[config.mk]
export PLATFORM = sky130hd
export DESIGN_NAME = timeout_arbiter
export DESIGN_NICKNAME = d
export VERILOG_FILES = /design/src/rtl/timeout_arbiter.sv
export SDC_FILE = /design/constraint.sdc
export NUM_CORES = 1
export LEC_CHECK = 0
export CELL_PAD_IN_SITES_DETAIL_PLACEMENT = 0
export CELL_PAD_IN_SITES_GLOBAL_PLACEMENT = 1
export CORE_UTILIZATION = 34
export CTS_CLUSTER_SIZE = 24
export DETAILED_ROUTE_END_ITERATION = 12
export MAX_ROUTING_LAYER = met4
export PLACE_DENSITY_LB_ADDON = 0.15
export SYNTH_ARGS = -nofsm -noshare
export SYNTH_HDL_FRONTEND = slang
export SYNTH_SLANG_ARGS = --single-unit
[constraint.sdc]
create_clock -name clk_in -period 3 [get_ports clk_in]
set_clock_uncertainty 0.2 [all_clocks]
set_input_delay 0.75 -clock clk_in [delete_from_list [all_inputs] [get_ports clk_in]]
set_output_delay 0.75 -clock clk_in [all_outputs]
set_load 0.02 [all_outputs]
[src/rtl/timeout_arbiter.sv]
// Purpose : shares one countdown timer among N_REQ requesters, granted round-robin.
// Latency : grant/counter appear one edge after a request is seen while idle;
//           expired pulses on the edge that ends the V-cycle grant.
// Backpressure: none; a requester holds req until its expiry or drops req to abort.
//
// Ports:
//   clk_in   - free-running system clock
//   reset    - asynchronous, active-high
//   req      - per-requester request level
//   value    - packed per-requester timeout lengths, requester i at [i*W +: W]
//   grant    - one-hot owner of the timer
//   expired  - one-hot, one-cycle pulse when the owner's timeout elapses
//   running  - high while the timer counts
//   counter  - current countdown value
module timeout_arbiter #(
    parameter int N_REQ         = 4,
    parameter int COUNTER_WIDTH = 8
) (
    input  logic                             clk_in,
    input  logic                             reset,
    input  logic [N_REQ-1:0]                 req,
    input  logic [N_REQ*COUNTER_WIDTH-1:0]   value,
    output logic [N_REQ-1:0]                 grant,
    output logic [N_REQ-1:0]                 expired,
    output logic                             running,
    output logic [COUNTER_WIDTH-1:0]         counter
);

    localparam int IDX_W = (N_REQ > 1) ? $clog2(N_REQ) : 1;
    localparam logic [N_REQ-1:0]         ONE_HOT0 = N_REQ'(1);
    localparam logic [COUNTER_WIDTH-1:0] CNT_ONE  = COUNTER_WIDTH'(1);

    typedef enum logic {
        S_IDLE  = 1'b0,
        S_COUNT = 1'b1
    } state_t;

    state_t                   state_q,   state_d;
    logic [IDX_W-1:0]         last_q,    last_d;
    logic [N_REQ-1:0]         grant_q,   grant_d;
    logic [N_REQ-1:0]         expired_q, expired_d;
    logic                     running_q, running_d;
    logic [COUNTER_WIDTH-1:0] counter_q, counter_d;

    // Unpacked view of the per-requester timeout values.
    logic [COUNTER_WIDTH-1:0] val_arr [N_REQ];

    for (genvar g = 0; g < N_REQ; g++) begin : g_unpack
        assign val_arr[g] = value[g*COUNTER_WIDTH +: COUNTER_WIDTH];
    end

    // Round-robin pick: first eligible index after last_q, wrapping.
    // A requester that expired on the previous edge is masked so it cannot
    // win again before it has had a chance to drop req.
    logic [N_REQ-1:0]         eligible;
    logic                     pick_vld;
    logic [IDX_W-1:0]         pick_idx;
    logic [COUNTER_WIDTH-1:0] pick_val;
    logic [N_REQ-1:0]         pick_oh;
    int                       scan_int;
    logic [IDX_W-1:0]         scan_idx;

    always_comb begin
        eligible = req & ~expired_q;
        pick_vld = 1'b0;
        pick_idx = '0;
        pick_val = '0;
        scan_int = 0;
        scan_idx = '0;
        for (int k = 1; k <= N_REQ; k++) begin
            scan_int = (int'(last_q) + k) % N_REQ;
            scan_idx = IDX_W'(scan_int);
            if (!pick_vld && eligible[scan_idx]) begin
                pick_vld = 1'b1;
                pick_idx = scan_idx;
                pick_val = val_arr[scan_idx];
            end
        end
        pick_oh = ONE_HOT0 << pick_idx;
    end

    // Next-state and registered-output logic.
    always_comb begin
        state_d   = state_q;
        last_d    = last_q;
        grant_d   = grant_q;
        expired_d = '0;
        running_d = running_q;
        counter_d = counter_q;

        case (state_q)
            S_IDLE: begin
                if (pick_vld) begin
                    last_d = pick_idx;
                    if (pick_val != '0) begin
                        counter_d = pick_val;
                        grant_d   = pick_oh;
                        running_d = 1'b1;
                        state_d   = S_COUNT;
                    end else begin
                        // Zero-length timeout: expire straight from idle.
                        expired_d = pick_oh;
                    end
                end
            end
            S_COUNT: begin
                if ((req & grant_q) == '0) begin
                    // Owner dropped req: abort silently, beats expiry.
                    grant_d   = '0;
                    counter_d = '0;
                    running_d = 1'b0;
                    state_d   = S_IDLE;
                end else if (counter_q > CNT_ONE) begin
                    counter_d = counter_q - CNT_ONE;
                end else begin
                    counter_d = '0;
                    grant_d   = '0;
                    running_d = 1'b0;
                    expired_d = grant_q;
                    state_d   = S_IDLE;
                end
            end
            default: begin
                state_d   = S_IDLE;
                grant_d   = '0;
                counter_d = '0;
                running_d = 1'b0;
            end
        endcase
    end

    always_ff @(posedge clk_in or posedge reset) begin
        if (reset) begin
            state_q   <= S_IDLE;
            last_q    <= IDX_W'(N_REQ - 1);
            grant_q   <= '0;
            expired_q <= '0;
            running_q <= 1'b0;
            counter_q <= '0;
        end else begin
            state_q   <= state_d;
            last_q    <= last_d;
            grant_q   <= grant_d;
            expired_q <= expired_d;
            running_q <= running_d;
            counter_q <= counter_d;
        end
    end

    assign grant   = grant_q;
    assign expired = expired_q;
    assign running = running_q;
    assign counter = counter_q;

endmodule

==> run_results.csv <==
group,metric,value,unit
status,status,"finished with violations",
status,failed_checks,"negative setup slack",
sta,layout_setup_ws,-0.197,ns
logic_synthesis,synth_ff_type,"dfrtp_1",
worst_hold_path,min_from,"running$_DFFE_PP0P_",
cts,clk_latency,0.25,ns
die,dieArea,7390,sq um
global_route,grt_usage,0.245,
logic_synthesis,ys_ff_latch,20,
placement,gp_congestion,0.863,
sta,tightest_slew,0.764,ns
sta,rsz0062_at_grt,"yes",
cts,htreeDepth,1,
sta,period_minus_slack,3.20,ns
cells_and_area,nets,482,
logic_synthesis,synth_nets,333,
die,dieHeight,86.0,um
power,peakVddDrop,0.000600,V
critical_path,path_class,"in -> reg",
sta,finalSetupTns,-1.75,ns
cts,clock_path_buffers,2,
critical_path,critPathMaxStageDelay,0.58,ns
cells_and_area,insertedDiodeCount,0,
cts,cts_tree,"done",
logic_synthesis,netlist_top_cells_area,"dfrtp_1, mux2i_1, a21oi_1",
critical_path,end_kind,"flip-flop",
cells_and_area,drive_above_1_share,0.376,
placement,pre_cts_slack,-0.895,ns
logic_synthesis,ys_top_cells_by_count,"nand2_1, nor2_1, a21oi_1",
global_route,grt_start_max_net_pins,26,
logic_synthesis,ys_async_sr_fraction,1.00,
power,p_sw_frac,0.452,
logic_synthesis,synth_area,2400,sq um
critical_path,cp.required,3.00,ns
power,p_leak,0.00180,uW
route,drc_errors,0,
route,antenna_left,0,
global_route,grt_pass1_vias,2935,
power,p_sw,1720,uW
route,firstDrtPassIters,4,
global_route,grt_pass1_wl,14100,um
die,rows,30,
sta,period_share,1.07,
logic_synthesis,synth_cell_types,67,
critical_path,critPathSlowestCell,"or4b_4",
global_route,grt_antenna_before_repair,0,
critical_path,path_cells,"clkdlybuf4s50_1 > mux2i_2 > nand2_1 > o21a_1 > nor4_2 > o211ai_1 > or4b_4 > o41ai_4 > buf_4 > a32o_1",
placement,place_inst,517,
cts,cts_sinks,20,
global_route,grt_overflow,0,
logic_synthesis,ys_seq_area_frac,0.210,
logic_synthesis,yosys.area.top_type,"dfrtp_1",
power,intPower,2090,uW
die,core,6790,sq um
logic_synthesis,yosys_warnings,0,
route,drt_iter0_drc,148,
die,chipWidth,86.0,um
critical_path,cp-startpoint,"value[29]",
route,totalWireLength,8570,um
critical_path,critPathLaunchType,"input pin",
sta,hold_slack,0.354,ns
power,p_seq_frac,0.134,
route,num_vias,2872,
logic_synthesis,synthCells,293,
power,share_comb_of_total_power,0.813,
cts,numCtsBuffers,3,
cells_and_area,fillCellCount,631,
critical_path,r2r_start,"last_q[0]$_DFFE_PP1P_",
worst_hold_path,worstHoldPathType,"reg -> reg",
logic_synthesis,avgSynthCellArea,8.19,sq um
logic_synthesis,synth-edff-count,0,
placement,post-dp-hpwl,6540,um
cts,clkSlewWorstSetupHoldPaths,0.07,ns
logic_synthesis,yosysMostFrequentCell,"nand2_1",
run,cap_violations,0,
critical_path,critical_path.max_fanout,3,
logic_synthesis,synth_top_cell_area_share,0.188,
cells_and_area,instances_no_fill,537,
sta,clock.fmax,313,MHz
placement,portBuffers,54,
sta,report.final.hold_viol_count,0,
power,p_clk_frac,0.054,
die,start_util,0.353,
cts,clock-root-buffer,"clkbuf_8",
power,powerDensity,953,nW/um^2
route,viasPerCell,5.35,
route,wl_per_cell,16.0,um
cells_and_area,area_growth,66.7,%
critical_path,arrival,3.19,ns
critical_path,path_buf_inv,2,
sta,drv_slew,0,
sta,slew_headroom,0.490,
die,ios,55,
critical_path,crit_family,"simple AND/OR/NAND/NOR gates",
power,power,3810,uW
sta,setup_violations,13,
==> sequential cells by signal, summed over array words and instances, names as in the netlist <==
signal / count
running: 1
expired: 4
grant: 4
counter: 8
state_q: 1
last_q: 2
==> power by group through the flow <==
stage          clock (uW)  combinational, uW  sequential [uW]
4_1_cts               210               3030              507
2_1_floorplan           0               1550              580
3_5_place_dp            0               2750              509
3_3_place_gp            0               2740              510
5_1_grt               217               3350              531
6_report              204               3100              509
==> worst register-to-register path, cell delays in order (launching register included) <==
cell	delay [ns]
dfstp_2	0.56
buf_12	0.19
mux2_4	0.34
o21a_1	0.21
nor4_2	0.24
o211ai_1	0.14
or4b_4	0.58
o41ai_4	0.36
buf_4	0.19
a32o_1	0.11
==> area by class of cell <==
class | instances | area, sq um | area share
clock buffers | 4 | 55.1 | 0.0138
inverters | 12 | 45.0 | 0.0113
multi-input cells | 247 | 1930 | 0.482
flip-flops and latches | 20 | 503 | 0.126
well taps | 96 | 120 | 0.0300
repair buffers | 158 | 1350 | 0.337
==> cell families after synthesis <==
group,Yosys count,synth area share
AND/OR/NAND/NOR,114,0.255
AO/OA/AOI/OAI,100,0.328
multiplexers,28,0.131
buffers and inverters,26,0.0553
flip-flops,20,0.210
XOR/XNOR,3,0.0110
adder cells (fa/ha/maj),2,0.0104
==> path summary, 6_finish.rpt <==
kind                                          end  slack, ns  cells past startpoint
max in group asynchronous  counter[0]$_DFFE_PP0P_       1.40                      2
hold / removal                running$_DFFE_PP0P_       0.35                      2
min in group asynchronous    expired[2]$_DFF_PP0_       0.73                      2
setup / recovery             grant[0]$_DFFE_PP0P_      -0.20                     10
setup reg to reg             grant[0]$_DFFE_PP0P_      -0.19                      9
hold reg to reg               running$_DFFE_PP0P_       0.35                      2
==> metal layers <==
metal	global-route usage	share of wire	routed length, um	vias to the layer above
li1	-	-	-	1437
met1	0.313	0.46	3910	1345
met2	0.409	0.48	4140	78
met3	0.0144	0.039	332	12
met4	0.0894	0.022	191	0
met5	-	0	0	-
==> what timing repair did <==
item,4_1_cts,5_1_grt
endpoints found under the setup margin,18,18
gates resized for setup,62,3
pin swaps,14,2
setup buffers,15,1
gates cloned,0,0
hold buffers,0,0
==> cells in the final DEF, fill, tap and decap left out, drive strengths merged, types with 5 or more instances in the layout <==
cell type,Yosys,layout
clkdlybuf4s50,0,37
a21oi,24,24
a221o,6,6
nor4,5,5
mux2i,16,16
buf,11,108
nor3,9,9
and3,5,5
a221oi,9,9
nand2,28,28
inv,12,12
o21ai,12,12
dlygate4sd2,0,9
dfrtp,18,18
a211oi,5,5
nor2,26,26
nand3,10,10
nand2b,10,10
mux2,11,11
nor2b,5,5
==> per-stage QoR <==
step                area [sq um]   util
floorplan                   2470      -
global placement            3720  0.547
detailed placement          3720  0.547
CTS                         3980  0.585
global route                4000  0.589
finish                      4000  0.589
Power figures use the tool's default switching activity.
